[config.mk]
export PLATFORM = sky130hd
export DESIGN_NAME = mem_arbiter
export DESIGN_NICKNAME = d
export VERILOG_FILES = /design/src/rtl/mem_arbiter_pkg.sv /design/src/rtl/mem_arbiter.sv
export SDC_FILE = /design/constraint.sdc
export NUM_CORES = 1
export LEC_CHECK = 0
export CORE_UTILIZATION = 40
export CTS_BUF_LIST = sky130_fd_sc_hd__clkbuf_8
export CTS_CLUSTER_DIAMETER = 40
export CTS_CLUSTER_SIZE = 16
export DETAILED_ROUTE_END_ITERATION = 8
export HOLD_SLACK_MARGIN = 0.12
export PLACE_DENSITY = 0.82
export SYNTH_ARGS = -nofsm -noshare
export SYNTH_HDL_FRONTEND = slang
export SYNTH_SLANG_ARGS = --single-unit
[constraint.sdc]
create_clock -name clk -period 2.3 [get_ports clk]
set_clock_uncertainty 0.05 [all_clocks]
set_input_delay 0.23 -clock clk [delete_from_list [all_inputs] [get_ports clk]]
set_output_delay 0.23 -clock clk [all_outputs]
set_load 0.005 [all_outputs]
[src/rtl/mem_arbiter_pkg.sv]
// mem_arbiter_pkg: state and owner encodings shared by the memory arbiter
package mem_arbiter_pkg;
  typedef enum logic [1:0] {
    ARB_IDLE = 2'd0,
    ARB_REQ  = 2'd1,
    ARB_RSP  = 2'd2,
    ARB_ACK  = 2'd3
  } arb_state_t;
  typedef enum logic [1:0] {
    OWNER_NONE = 2'd0,
    OWNER_IF   = 2'd1,
    OWNER_DM   = 2'd2
  } owner_t;
  localparam int BURST_W = 4;
endpackage

[src/rtl/mem_arbiter.sv]
// mem_arbiter: shares one single-port memory between fetch and load/store with a starvation guard
module mem_arbiter
  import mem_arbiter_pkg::*;
#(
  parameter int ADDR_W = 32,
  parameter int DATA_W = 32,
  parameter int MAX_DATA_BURST = 4
) (
  input  logic              clk,
  input  logic              rst_n,
  input  logic              if_req,
  input  logic [ADDR_W-1:0] if_addr,
  output logic [DATA_W-1:0] if_rdata,
  output logic              if_ack,
  input  logic              dm_req,
  input  logic [3:0]        dm_we,
  input  logic [ADDR_W-1:0] dm_addr,
  input  logic [DATA_W-1:0] dm_wdata,
  output logic [DATA_W-1:0] dm_rdata,
  output logic              dm_ack,
  output logic              mem_req,
  output logic [3:0]        mem_we,
  output logic [ADDR_W-1:0] mem_addr,
  output logic [DATA_W-1:0] mem_wdata,
  input  logic              mem_gnt,
  input  logic              mem_rvalid,
  input  logic [DATA_W-1:0] mem_rdata
);
  localparam logic [BURST_W-1:0] MAX_B = BURST_W'(MAX_DATA_BURST);
  arb_state_t state_q, state_d;
  owner_t owner_q, owner_d;
  logic [BURST_W-1:0] burst_q, burst_d;
  logic mem_req_q, mem_req_d, if_ack_q, if_ack_d, dm_ack_q, dm_ack_d;
  logic [3:0] mem_we_q, mem_we_d;
  logic [ADDR_W-1:0] mem_addr_q, mem_addr_d;
  logic [DATA_W-1:0] mem_wdata_q, mem_wdata_d, if_rdata_q, if_rdata_d, dm_rdata_q, dm_rdata_d;
  logic fetch, rsp;
  assign mem_req   = mem_req_q;
  assign mem_we    = mem_we_q;
  assign mem_addr  = mem_addr_q;
  assign mem_wdata = mem_wdata_q;
  assign if_ack    = if_ack_q;
  assign if_rdata  = if_rdata_q;
  assign dm_ack    = dm_ack_q;
  assign dm_rdata  = dm_rdata_q;
  // next state, arbitration, payload latch and response capture
  always_comb begin
    state_d     = state_q;
    owner_d     = owner_q;
    burst_d     = burst_q;
    mem_req_d   = mem_req_q;
    mem_we_d    = mem_we_q;
    mem_addr_d  = mem_addr_q;
    mem_wdata_d = mem_wdata_q;
    if_rdata_d  = if_rdata_q;
    dm_rdata_d  = dm_rdata_q;
    if_ack_d    = 1'b0;
    dm_ack_d    = 1'b0;
    fetch       = if_req && (!dm_req || burst_q == MAX_B);
    rsp         = 1'b0;
    case (state_q)
      ARB_IDLE: if (if_req || dm_req) begin
        owner_d     = fetch ? OWNER_IF : OWNER_DM;
        mem_req_d   = 1'b1;
        mem_addr_d  = fetch ? if_addr : dm_addr;
        mem_we_d    = fetch ? 4'd0 : dm_we;
        mem_wdata_d = fetch ? '0 : dm_wdata;
        burst_d     = (fetch || !if_req) ? '0 : (burst_q == MAX_B ? burst_q : burst_q + 1'b1);
        state_d     = ARB_REQ;
      end
      ARB_REQ: if (mem_gnt) begin
        mem_req_d = 1'b0;
        rsp       = mem_rvalid;
        state_d   = mem_rvalid ? ARB_ACK : ARB_RSP;
      end
      ARB_RSP: begin
        rsp     = mem_rvalid;
        state_d = mem_rvalid ? ARB_ACK : ARB_RSP;
      end
      default: begin
        owner_d = OWNER_NONE;
        state_d = ARB_IDLE;
      end
    endcase
    if (rsp) begin
      if_ack_d   = owner_q == OWNER_IF;
      dm_ack_d   = owner_q == OWNER_DM;
      if_rdata_d = owner_q == OWNER_IF ? mem_rdata : if_rdata_q;
      dm_rdata_d = (owner_q == OWNER_DM && mem_we_q == 4'd0) ? mem_rdata : dm_rdata_q;
    end
  end
  // state and registered outputs; reset aborts any in-flight transaction
  always_ff @(posedge clk) begin
    if (!rst_n) begin
      state_q     <= ARB_IDLE;
      owner_q     <= OWNER_NONE;
      burst_q     <= '0;
      mem_req_q   <= 1'b0;
      mem_we_q    <= '0;
      mem_addr_q  <= '0;
      mem_wdata_q <= '0;
      if_rdata_q  <= '0;
      dm_rdata_q  <= '0;
      if_ack_q    <= 1'b0;
      dm_ack_q    <= 1'b0;
    end else begin
      state_q     <= state_d;
      owner_q     <= owner_d;
      burst_q     <= burst_d;
      mem_req_q   <= mem_req_d;
      mem_we_q    <= mem_we_d;
      mem_addr_q  <= mem_addr_d;
      mem_wdata_q <= mem_wdata_d;
      if_rdata_q  <= if_rdata_d;
      dm_rdata_q  <= dm_rdata_d;
      if_ack_q    <= if_ack_d;
      dm_ack_q    <= dm_ack_d;
    end
  end
`ifndef SYNTHESIS
  // warn about memory handshakes arriving when no transaction can take them
  always @(posedge clk) begin
    if (rst_n && mem_gnt && state_q != ARB_REQ)
      $display("mem_arbiter warning: mem_gnt outside REQ ignored at %0t", $time);
    if (rst_n && mem_rvalid && state_q != ARB_REQ && state_q != ARB_RSP)
      $display("mem_arbiter warning: mem_rvalid outside REQ/RSP ignored at %0t", $time);
  end
`endif
endmodule

==> results of run 1 <==
-- layer usage --
| layer | vias to the layer above | share of wire | track usage | wire [um] |
|---|---|---|---|---|
| met5 | - | 0 | 0 | 0 |
| met4 | 0 | 0.034 | 0.126 | 617 |
| met2 | 223 | 0.48 | 0.380 | 8550 |
| met3 | 44 | 0.067 | 0.0597 | 1200 |
| met1 | 2667 | 0.42 | 0.281 | 7620 |
| li1 | 2851 | - | - | - |
-- per-stage QoR --
stage | util | power [uW] | hold slack [ns] | cell area, um2
2_1_floorplan | - | 4440 | 0.296 | 6030
3_3_place_gp | 0.606 | 5890 | 0.391 | 8870
3_5_place_dp | 0.606 | 5930 | 0.396 | 8870
4_1_cts | 0.635 | 8070 | 0.242 | 9300
5_1_grt | 0.635 | 8500 | 0.269 | 9300
6_report | 0.635 | 8000 | 0.244 | 9300
-- state kept, by name, indices dropped and copies added, names as in the netlist --
signal     flops
dm_rdata      32
if_rdata      32
mem_addr      32
mem_wdata     32
burst_q        4
mem_we         4
owner_q        2
state_q        2
dm_ack         1
if_ack         1
mem_req        1
-- cell type report --
class                           instances  area [um2]
Clock buffer                           19         262
Clock inverter                         13         160
Fill cell                            1238        5340
Inverter                                5        18.8
Multi-Input combinational cell        447        2810
Sequential cell                       143        2860
Tap cell                              184         230
Timing Repair Buffer                  292        2960
-- how the worst max path moves through the flow --
stage	startpoint	end	depth (start not counted)
2_1_floorplan	state_q[0]	dm_rdata[10]	7
3_3_place_gp	mem_gnt	dm_rdata[1]	5
3_5_place_dp	mem_gnt	dm_rdata[25]	5
4_1_cts	state_q[0]	dm_rdata[25]	6
5_1_grt	state_q[0]	dm_rdata[10]	6
6_report	state_q[0]	dm_rdata[25]	6
-- cells by family after synthesis --
group | synth area share
AO/OA/AOI/OAI | 0.115
buffers and inverters | 0.0624
flip-flops | 0.475
XOR/XNOR | 0.00291
AND/OR/NAND/NOR | 0.225
adder cells (fa/ha/maj) | 0.0124
multiplexers | 0.108
-- synthesized netlist by cell type (all sizes together) --
library cell and instances:
dlygate4sd1 2, nand4b 2, xor2 1, or3 1, or4 3, mux2i 65
nor2b 1, nor4 2, a211o 1, o21ai 38, nor3b 1, a311oi 1
a21oi 43, nand2b 4, inv 5, or3b 1, nand3 2, a31oi 1
nand2 133, dlymetal6s2s 1, nor3 36, dfxtp 143, ha 6, buf 14
clkbuf 51, nand3b 1, xnor2 1, dlymetal6s4s 1, a211oi 33, nand4 36
o21a 1, and4b 32, o211ai 1
-- power by group --
| part | internal, uW | switching, uW |
|---|---|---|
| registers | 2880 | 218 |
| logic | 1400 | 1390 |
| clock network | 1130 | 988 |
| total | 5410 | 2600 |
-- repair_timing --
action / 4_1_cts / 5_1_grt
gates resized for setup: 0 / 0
hold buffers: 1 / 0
hold endpoints to repair: 1 / 0
-- critical path, cell delays in order, from the launching register on --
cell and delay, ns:
dfxtp_1 0.38, inv_1 0.09, ha_2 0.32, nand2_1 0.10, or4_2 0.74, buf_12 0.22, mux2i_1 0.15
==> results.yml, run 1 <==
run_status:
  status: "finished, violations left"
  violations: "design-rule violations"
finish:
  layoutNonFillerInstCount: 1103
  mostFrequentLayoutCell: "clkdlybuf4s50_1"
  drive_above_1_share: 0.0642
  syn2layout_area_growth_pct: 54.2
  nNetsFinal: 1050
  final_cell_mix: "clkdlybuf4s50_1 (270), dfxtp_1 (143), nand2_1 (133)"
  antennaDiodeCount: 0
floorplanning:
  core_area_mm2: 0.0146
  core.rowCount: 44
  die_w_um: 125
  start_util: 0.412
  die_h_um: 125
  die-area_mm2: 0.0156
  ios: 273
sta:
  maxSlewHeadroom: 0.639
  period_share: 0.959
  setup_slack_ns: 0.0946
  hold_viol: 0
  rsz0062_at_grt: "false"
  worst_slew_pin_slew_ns: 0.541
  period_minus_slack_ns: 2.21
  slew_viol_final: 0
  fmax_ghz: 0.453
  setup_viol: 0
  setup_tns_ns: 0
global_route:
  grt_pass1_wl_um: 28800
  first_global_vias: 5557
  overflow: 0
  grt_usage: 0.233
  antenna_found_initial: 0
  grt_start_max_net_pins: 129
worst_setup_path:
  required_ns: 2.58
  ff2ff_path_depth: 6
  cp.arrival_ns: 2.48
  cp_max_fo: 32
  cp-end-kind: "flop"
  start_kind: "flop"
  reg2reg_to: "dm_rdata[25]"
  crit_type: "flop to flop"
  ff2ff_setup_slack_ns: 0.09
  rr_startpoint: "state_q[0]"
synthesis:
  synth_area_mm2: 0.00603
  syn_avg_cell_area_um2: 9.08
  yosysSeqAreaShare: 0.475
  yosysWarnings: 0
  syn_nets: 808
  ys_ff_latch: 143
  ys_top_cells_by_area: "dfxtp_1 (47%), mux2i_1 (11%), nand2_1 (8.3%)"
  ys_types: 38
  yosysTopAreaCellShare: 0.475
  synthCells: 664
  yosysTopAreaCell: "dfxtp_1"
min_path:
  hold_class: "input pin to flop"
  whs_path_depth: 3
  min_from: "rst_n"
  holdPathEnd: "mem_wdata[3]"
clock_network:
  cts_tree: "yes"
  clockBufferDepth: 2
  cts.sinks: 143
  cts_setup_buffers: 0
  clkLatencyLatePin_ns: 0.45
  clockRootBuffer: "clkbuf_8"
  cts_buffers: 17
  htreeDepth: 4
  clk_pin_slew_ns: 0.08
drt:
  vias_per_cell: 5.24
  dr.pass1.iters: 7
  drtIter0Drc: 424
  wl_per_cell_um: 16.3
  vias: 5785
  ant_nets: 0
  routed_wirelength_um: 18000
  drc: 41
power:
  power_leakage_uw: 0.00356
  p_per_area_mw_per_mm2: 861
  peakVddDrop_v: 0.000563
placed_design:
  place.gp.congestion: 0.792
  pre_cts_ws_ns: 0.109
  io_buffers: 272
  dp_cells: 1070
  dp_hpwl_um: 12300
run:
  drv_cap: 0
Note: power is estimated with default switching activity, not from simulation.
==> run 2, diff against run 1 <==
CORE_MARGIN = 3   (was not set)
SLEW_MARGIN = 20   (was not set)
==> results.yml, run 2 (synthesis results as in run 1) <==
floorplanning:
  die_h_um: 129
  die-area_mm2: 0.0166
  core.rowCount: 44
  die_w_um: 129
  core_area_mm2: 0.0146
  ios: 273
  start_util: 0.412
finish:
  fin_util: 0.633
  layoutNonFillerInstCount: 1101
  multi_input_area_mm2: 0.00281
  syn2layout_area_growth_pct: 53.8
  ff_latch_area_mm2: 0.00287
  nNetsFinal: 1049
  mostFrequentLayoutCell: "clkdlybuf4s50_1"
  nFillCells: 1243
  antennaDiodeCount: 0
  drive_above_1_share: 0.0643
  final_cell_mix: "clkdlybuf4s50_1 (270), dfxtp_1 (141), nand2_1 (133)"
clock_network:
  clockRootBuffer: "clkbuf_8"
  cts_tree: "yes"
  clockBufferDepth: 2
  cts_setup_buffers: 0
  cts.sinks: 143
  cts_buffers: 17
  clkLatencyLatePin_ns: 0.43
  htreeDepth: 4
  clk_pin_slew_ns: 0.09
sta:
  period_share: 0.911
  whs_ns: 0.320
  worst_slew_pin_slew_ns: 0.683
  setup_tns_ns: 0
  slew_viol_final: 0
  fmax_ghz: 0.477
  hold_viol: 0
  maxSlewHeadroom: 0.544
  setup_viol: 0
  rsz0062_at_grt: "false"
  period_minus_slack_ns: 2.10
power:
  switching_share: 0.333
  internal_power_uw: 5240
  power_frac_comb: 0.349
  peakVddDrop_v: 0.000609
  power.share.clock: 0.256
  seqPwrFrac: 0.395
  p_per_area_mw_per_mm2: 846
  total_power_uw: 7850
  power_leakage_uw: 0.00353
  switchingPower_uw: 2610
drt:
  vias_per_cell: 5.24
  wl_per_cell_um: 17.0
  drtIter0Drc: 334
  vias: 5772
  ant_nets: 0
  dr.pass1.iters: 5
  drc: 0
  routed_wirelength_um: 18700
global_route:
  grt_start_max_net_pins: 129
  overflow: 0
  grt_usage: 0.219
  first_global_vias: 5563
  antenna_found_initial: 0
  grt_pass1_wl_um: 28900
worst_setup_path:
  required_ns: 2.58
  rr_startpoint: "state_q[1]"
  crit_start: "state_q[1]"
  cp_cell_sequence: "inv_1, ha_2, nand2_1, or4_4, clkbuf_16, mux2i_1"
  cp-end-kind: "flop"
  cp_max_fo: 16
  cp.arrival_ns: 2.37
  reg2reg_to: "dm_rdata[25]"
  ff2ff_path_depth: 6
  cp_slowest_cell: "or4_4"
  ff2ff_setup_slack_ns: 0.20
  start_kind: "flop"
  slowest_delay_ns: 0.61
  crit_type: "flop to flop"
min_path:
  min_from: "mem_rdata[3]"
  hold_class: "input pin to flop"
  holdPathEnd: "if_rdata[3]"
  whs_path_depth: 3
run_status:
  status: "finished clean"
run:
  drv_cap: 0
placed_design:
  dp_hpwl_um: 12800
  dp_cells: 1068
  place.gp.congestion: 0.803
  io_buffers: 272
==> run 2: changes by cell type in the layout (fill, tap and decap cells not counted), sizes merged <==
cell      delta
clkbuf       -1
inv          +2
bufinv       -1
clkinv       -3
clkinvlp     +3
buf          -2
==> run 2: worst max-delay path, delay by kind of cell, from the launching register on <==
family        cells  cell delay, ns
buf+inv           2            0.31
mux               1            0.13
simple gates      2            0.74
fa+ha+maj         1            0.38
flops             1            0.37
==> run 2: how the worst max path moves through the flow <==
stage                         to  cells past startpoint
floorplan           dm_rdata[10]                      7
global placement     dm_rdata[0]                      6
detailed placement  dm_rdata[14]                      6
CTS                 dm_rdata[19]                      6
global route        dm_rdata[10]                      6
finish              dm_rdata[25]                      6
==> run 2: layout make-up <==
type | instances | area share
clock inverters | 14 | 0.0174
clock buffers | 17 | 0.0252
inverters | 5 | 0.00202
well taps | 184 | 0.0248
repair buffers | 291 | 0.318
multi-input cells | 447 | 0.303
flip-flops and latches | 143 | 0.309
==> run 2: per-layer routing <==
metal | routed length, um | part of all wire | GRT usage
met1 | 8120 | 0.43 | 0.270
met3 | 1160 | 0.062 | 0.0714
met5 | 0 | 0 | 0
met2 | 9020 | 0.48 | 0.363
met4 | 375 | 0.020 | 0.0686
==> run 2: through the flow <==
step                worst slack [ns]  area (um2)
floorplan                      0.345        6030
global placement               0.148        8840
detailed placement            0.0607        8840
global route                   0.141        9280
CTS                           0.0469        9250
finish                         0.205        9280
==> run 2: power by group through the flow <==
stage | logic, uW | clock network (uW) | registers, uW
after global routing | 3000 | 2200 | 3160
after detailed placement | 2740 | 0 | 3150
after global placement | 2720 | 0 | 3140
final | 2740 | 2010 | 3100
after floorplan | 1270 | 0 | 3170
after CTS | 2750 | 2070 | 3100
==> run 2: timing repair <==
action	CTS	global route
resized for setup	0	3
endpoints found under the hold margin	1	0
hold buffers	1	0
setup endpoints to repair	0	32
